`src/rtl/i2c_bus_mon.sv`:
```
// i2c_bus_mon: passive I2C monitor - pad sync, glitch filter, START/STOP, bit count.
// Define I2C_BUS_MON_TIMEOUT_EN to build the SCL-low timeout counter.
module i2c_bus_mon #(
  parameter int CNT_W = 8,
  parameter int TO_W  = 16
) (
  input  logic             clk,
  input  logic             rst,
  input  logic             scl_in,
  input  logic             sda_in,
  input  logic [CNT_W-1:0] debounce_cnt,
  input  logic [TO_W-1:0]  timeout_cyc,
  output logic             scl_f,
  output logic             sda_f,
  output logic             scl_rise,
  output logic             scl_fall,
  output logic             start_det,
  output logic             rstart_det,
  output logic             stop_det,
  output logic             bus_busy,
  output logic [3:0]       bit_cnt,
  output logic             ack_strobe,
  output logic             ack_bit,
  output logic             scl_timeout
);

  typedef enum logic {
    IDLE,
    BUSY
  } state_t;

  state_t state_q;
  state_t state_d;

  logic scl_s1;
  logic scl_s2;
  logic sda_s1;
  logic sda_s2;

  logic [CNT_W-1:0] scl_cnt;
  logic [CNT_W-1:0] sda_cnt;

  logic scl_prev;
  logic sda_prev;

  always_ff @(posedge clk) begin
    if (rst) begin
      scl_s1 <= 1'b1;
      scl_s2 <= 1'b1;
      sda_s1 <= 1'b1;
      sda_s2 <= 1'b1;
    end else begin
      scl_s1 <= scl_in;
      scl_s2 <= scl_s1;
      sda_s1 <= sda_in;
      sda_s2 <= sda_s1;
    end
  end

  // Filter commits only after debounce_cnt+1 consecutive disagreeing samples
  always_ff @(posedge clk) begin
    if (rst) begin
      scl_cnt <= '0;
      scl_f   <= 1'b1;
    end else if (scl_s2 == scl_f) begin
      scl_cnt <= '0;
    end else if (scl_cnt == debounce_cnt) begin
      scl_cnt <= '0;
      scl_f   <= scl_s2;
    end else begin
      scl_cnt <= scl_cnt + CNT_W'(1);
    end
  end

  always_ff @(posedge clk) begin
    if (rst) begin
      sda_cnt <= '0;
      sda_f   <= 1'b1;
    end else if (sda_s2 == sda_f) begin
      sda_cnt <= '0;
    end else if (sda_cnt == debounce_cnt) begin
      sda_cnt <= '0;
      sda_f   <= sda_s2;
    end else begin
      sda_cnt <= sda_cnt + CNT_W'(1);
    end
  end

  logic rise_c;
  logic fall_c;
  logic start_c;
  logic stop_c;
  logic start_n;
  logic rstart_n;
  logic stop_n;
  logic ack_n;
  logic ack_bit_d;
  logic [3:0] bit_cnt_d;

  always_comb begin
    rise_c    = scl_f & ~scl_prev;
    fall_c    = ~scl_f & scl_prev;
    start_c   = scl_f & scl_prev & sda_prev & ~sda_f;
    stop_c    = scl_f & scl_prev & ~sda_prev & sda_f;
    state_d   = state_q;
    bit_cnt_d = bit_cnt;
    ack_bit_d = ack_bit;
    start_n   = 1'b0;
    rstart_n  = 1'b0;
    stop_n    = 1'b0;
    ack_n     = 1'b0;
    unique case (state_q)
      IDLE: begin
        bit_cnt_d = 4'd0;
        if (start_c) begin
          state_d = BUSY;
          start_n = 1'b1;
        end
      end
      BUSY: begin
        if (start_c) begin
          rstart_n  = 1'b1;
          bit_cnt_d = 4'd0;
        end else if (stop_c) begin
          state_d   = IDLE;
          stop_n    = 1'b1;
          bit_cnt_d = 4'd0;
        end else if (rise_c) begin
          if (bit_cnt == 4'd8) begin
            bit_cnt_d = 4'd0;
            ack_n     = 1'b1;
            ack_bit_d = sda_f;
          end else begin
            bit_cnt_d = bit_cnt + 4'd1;
          end
        end
      end
      default: state_d = IDLE;
    endcase
  end

  always_ff @(posedge clk) begin
    if (rst) begin
      state_q    <= IDLE;
      scl_prev   <= 1'b1;
      sda_prev   <= 1'b1;
      scl_rise   <= 1'b0;
      scl_fall   <= 1'b0;
      start_det  <= 1'b0;
      rstart_det <= 1'b0;
      stop_det   <= 1'b0;
      bit_cnt    <= 4'd0;
      ack_strobe <= 1'b0;
      ack_bit    <= 1'b1;
    end else begin
      state_q    <= state_d;
      scl_prev   <= scl_f;
      sda_prev   <= sda_f;
      scl_rise   <= rise_c;
      scl_fall   <= fall_c;
      start_det  <= start_n;
      rstart_det <= rstart_n;
      stop_det   <= stop_n;
      bit_cnt    <= bit_cnt_d;
      ack_strobe <= ack_n;
      ack_bit    <= ack_bit_d;
    end
  end

  assign bus_busy = (state_q == BUSY);

`ifdef I2C_BUS_MON_TIMEOUT_EN
  logic [TO_W-1:0] to_cnt;
  logic [TO_W-1:0] to_nxt;
  logic            to_fired;

  assign to_nxt = (&to_cnt) ? to_cnt : to_cnt + TO_W'(1);

  // One pulse per low phase; re-armed only when SCL goes high or bus idles
  always_ff @(posedge clk) begin
    if (rst) begin
      to_cnt      <= '0;
      to_fired    <= 1'b0;
      scl_timeout <= 1'b0;
    end else begin
      scl_timeout <= 1'b0;
      if (state_q != BUSY || scl_f) begin
        to_cnt   <= '0;
        to_fired <= 1'b0;
      end else begin
        to_cnt <= to_nxt;
        if (!to_fired && timeout_cyc != '0
            && to_nxt == timeout_cyc) begin
          scl_timeout <= 1'b1;
          to_fired    <= 1'b1;
        end
      end
    end
  end
`else
  logic unused_timeout;
  assign unused_timeout = ^timeout_cyc;
  assign scl_timeout    = 1'b0;
`endif

endmodule
```
`config.mk`:
```
export PLATFORM = sky130hd
export DESIGN_NAME = i2c_bus_mon
export DESIGN_NICKNAME = d
export VERILOG_FILES = /design/src/rtl/i2c_bus_mon.sv
export SDC_FILE = /design/constraint.sdc
export NUM_CORES = 1
export LEC_CHECK = 0
export ABC_AREA = 1
export CORE_ASPECT_RATIO = 1.75
export CORE_MARGIN = 2
export CORE_UTILIZATION = 45
export CTS_BUF_LIST = sky130_fd_sc_hd__clkbuf_8 sky130_fd_sc_hd__clkbuf_16
export CTS_CLUSTER_SIZE = 40
export DETAILED_ROUTE_END_ITERATION = 10
export PLACE_DENSITY_LB_ADDON = 0.25
export SLEW_MARGIN = 40
export SYNTH_ARGS = -nofsm -noshare
export SYNTH_HDL_FRONTEND = slang
export SYNTH_SLANG_ARGS = --single-unit
```
`constraint.sdc`:
```
create_clock -name clk -period 3 [get_ports clk]
set_input_delay 0.9 -clock clk [delete_from_list [all_inputs] [get_ports clk]]
set_output_delay 0.9 -clock clk [all_outputs]
set_load 0.05 [all_outputs]
```
==> impl_metrics.env <==
export IMPL_status="complete, no violations"
export IMPL_drc=0
export IMPL_synth_fp_nets=276
export IMPL_cp_start_kind="register"
export IMPL_root_buffer="clkbuf_8"
export IMPL_power_frac_clock=0.353
export IMPL_dpl_hpwl_um=2600
export IMPL_coreArea_um2=3660
export IMPL_critPathArrivalTime_ns=1.55
export IMPL_antenna_found_initial=0
export IMPL_crit_required_ns=2.10
export IMPL_cellLeakagePower_uw=0.000851
export IMPL_power_internal_uw=657
export IMPL_final_cell_mix="69 x nand2_1, 39 x nor2_1, 36 x dfxtp_1"
export IMPL_crit_fanout=5
export IMPL_ys_seq_elements=36
export IMPL_setup_viol=0
export IMPL_die_w_um=50.8
export IMPL_clk_pin_slew_worst_paths_ns=0.06
export IMPL_max_cap_violations=0
export IMPL_layout_commonest_cell="nand2_1"
export IMPL_end_kind="primary output"
export IMPL_path_cells="clkdlybuf4s50_1"
export IMPL_wire_per_inst_um=10.4
export IMPL_crit_path_top_delay_cell="clkdlybuf4s50_1"
export IMPL_maxSlewViolCount=0
export IMPL_ys_top_cells_by_area="dfxtp_1 42%, nand2_1 15%, nor2_1 8.5%, inv_1 6.7%, xnor2_1 5.1%"
export IMPL_syn_area_um2=1720
export IMPL_grt_max_degree=14
export IMPL_pwr_share_seq=0.582
export IMPL_die_area_um2=4360
export IMPL_slew_headroom=0.665
export IMPL_worst_slew_pin_slew_ns=0.501
export IMPL_grt_overflow=0
export IMPL_wl_met3_um=130
export IMPL_first_iter_violations=23
export IMPL_hold_buffers=0
export IMPL_wl_met1_um=1330
export IMPL_top_layer="met4"
export IMPL_drive_above_1_share=0.0842
export IMPL_clockBufferDepth=2
export IMPL_period_share=0.818
export IMPL_rsz0062_at_grt="false"
export IMPL_synth_cells=244
export IMPL_finalWirelength_um=3330
export IMPL_syn_avg_cell_area_um2=7.07
export IMPL_fin_crit_ns=2.45
export IMPL_grt_pass1_vias=1404
export IMPL_htree_levels=2
export IMPL_finClkSkew_ns=0.00537
export IMPL_swShare=0.211
export IMPL_finalNetCount=307
export IMPL_tns_ns=0
export IMPL_max_stage_delay_ns=0.85
export IMPL_synth_area_leader_cell="dfxtp_1"
export IMPL_critPathTopFamily="buffers and inverters"
export IMPL_cts_sinks=36
export IMPL_rows=29
export IMPL_start_util=0.470
export IMPL_portBuffers=25
export IMPL_hold_viol_final=0
export IMPL_ant_nets=0
export IMPL_critPathKind="reg2out"
export IMPL_worst_path_buf_inv=1
export IMPL_utilization=0.572
export IMPL_yosysSeqAreaShare=0.418
export IMPL_grt_usage=0.173
export IMPL_diodes=0
export IMPL_clk_latency_ns=0.28
export IMPL_num_vias=1498
export IMPL_powerDensity_nw_per_um2=397
export IMPL_fmax_ghz=0.408
export IMPL_cts_buffers_inserted=5
export IMPL_ir_drop_mv=0.273
export IMPL_ios=43
export IMPL_postCtsSetupBuffers=0
export IMPL_dieHeight_um=85.9
export IMPL_gp_congestion=0.759
export IMPL_drtPass1Iterations=4
export IMPL_hold_path_class="reg2reg"
export IMPL_met2_length_um=1750
export IMPL_ctsResizeCount=0
export IMPL_grt_pass1_wl_um=5680
export IMPL_synth_top_area_frac=0.418
export IMPL_cts_tree="done"
export IMPL_pwr_share_comb=0.065
export IMPL_synth_distinct_cells=25
export IMPL_area_delta_synth_final_pct=21.6
export IMPL_yosysWarnings=0
export IMPL_viasPerCell=4.70
export IMPL_p_sw_uw=176
==> stage by stage <==
stage | power [µW] | hold slack (ns) | worst slack [ns] | instances | instance area [µm²]
2_1_floorplan | 525 | 0.389 | 1.42 | 244 | 1720
3_3_place_gp | 549 | 0.392 | 0.721 | 314 | 2030
3_5_place_dp | 549 | 0.398 | 0.720 | 314 | 2030
4_1_cts | 851 | 0.411 | 0.527 | 319 | 2100
5_1_grt | 873 | 0.430 | 0.494 | 319 | 2100
6_report | 833 | 0.406 | 0.546 | 319 | 2100
==> power by group through the flow <==
stage                     logic (µW)  clock network, µW  registers (µW)
after CTS                       55.0                312             484
after global placement          54.2                  0             495
final                           54.3                294             484
after detailed placement        54.6                  0             495
after floorplan                 30.1                  0             495
after global routing            60.9                328             484
==> state kept, by name, summed over array words and instances (netlist names) <==
signal / flops
bit_cnt: 4
scl_s1: 1
stop_det: 1
scl_fall: 1
ack_bit: 1
scl_prev: 1
scl_s2: 1
ack_strobe: 1
sda_f: 1
sda_s2: 1
scl_f: 1
start_det: 1
sda_s1: 1
scl_rise: 1
sda_prev: 1
bus_busy: 1
scl_cnt: 8
sda_cnt: 8
rstart_det: 1
==> kinds of logic (layout without fill, tap and decap cells) <==
logic type,after synthesis,count (layout),share of synthesized area
xor+xnor,17,17,0.0864
compound gates,10,10,0.0305
simple gates,140,140,0.353
other cells,1,1,0.00217
fa+ha+maj,4,4,0.0290
buf+inv,36,65,0.0805
flops,36,36,0.418
==> metal layers <==
metal,up-vias,GRT usage
met5,-,0
li1,799,-
met3,9,0.0436
met4,0,0.108
met2,28,0.312
met1,662,0.172
==> synth_stat cells <==
master	instances
inv_2	2
ha_1	4
xor2_1	7
buf_4	1
nor2_2	2
nor3_1	1
o21ai_0	2
nand3_2	2
or2_2	4
clkinv_1	1
nand4_1	3
xnor2_1	10
o211ai_1	1
nand2_1	69
nor2_1	39
nor2_4	1
nand3_1	13
a21oi_1	7
nand2_4	1
dfxtp_1	36
conb_1	1
clkbuf_1	1
nor3_2	1
inv_1	31
nand2_2	4
==> worst paths after layout <==
path | cells after the start | slack, ns | startpoint | to
max | 1 | 0.55 | scl_f | scl_f
min | 1 | 0.41 | scl_s1 | scl_s2
max reg2reg | 5 | 1.76 | sda_cnt[0] | sda_cnt[6]
min reg2reg | 1 | 0.41 | scl_s1 | scl_s2
==> final cells by class <==
class                   count  area [µm²]
clock buffers               5        68.8
fillers                   362        1570
inverters                  34         128
multi-input cells         172         865
flip-flops and latches     36         721
well taps                  46        57.6
repair buffers             26         258
Power figures use the tool's default switching activity.
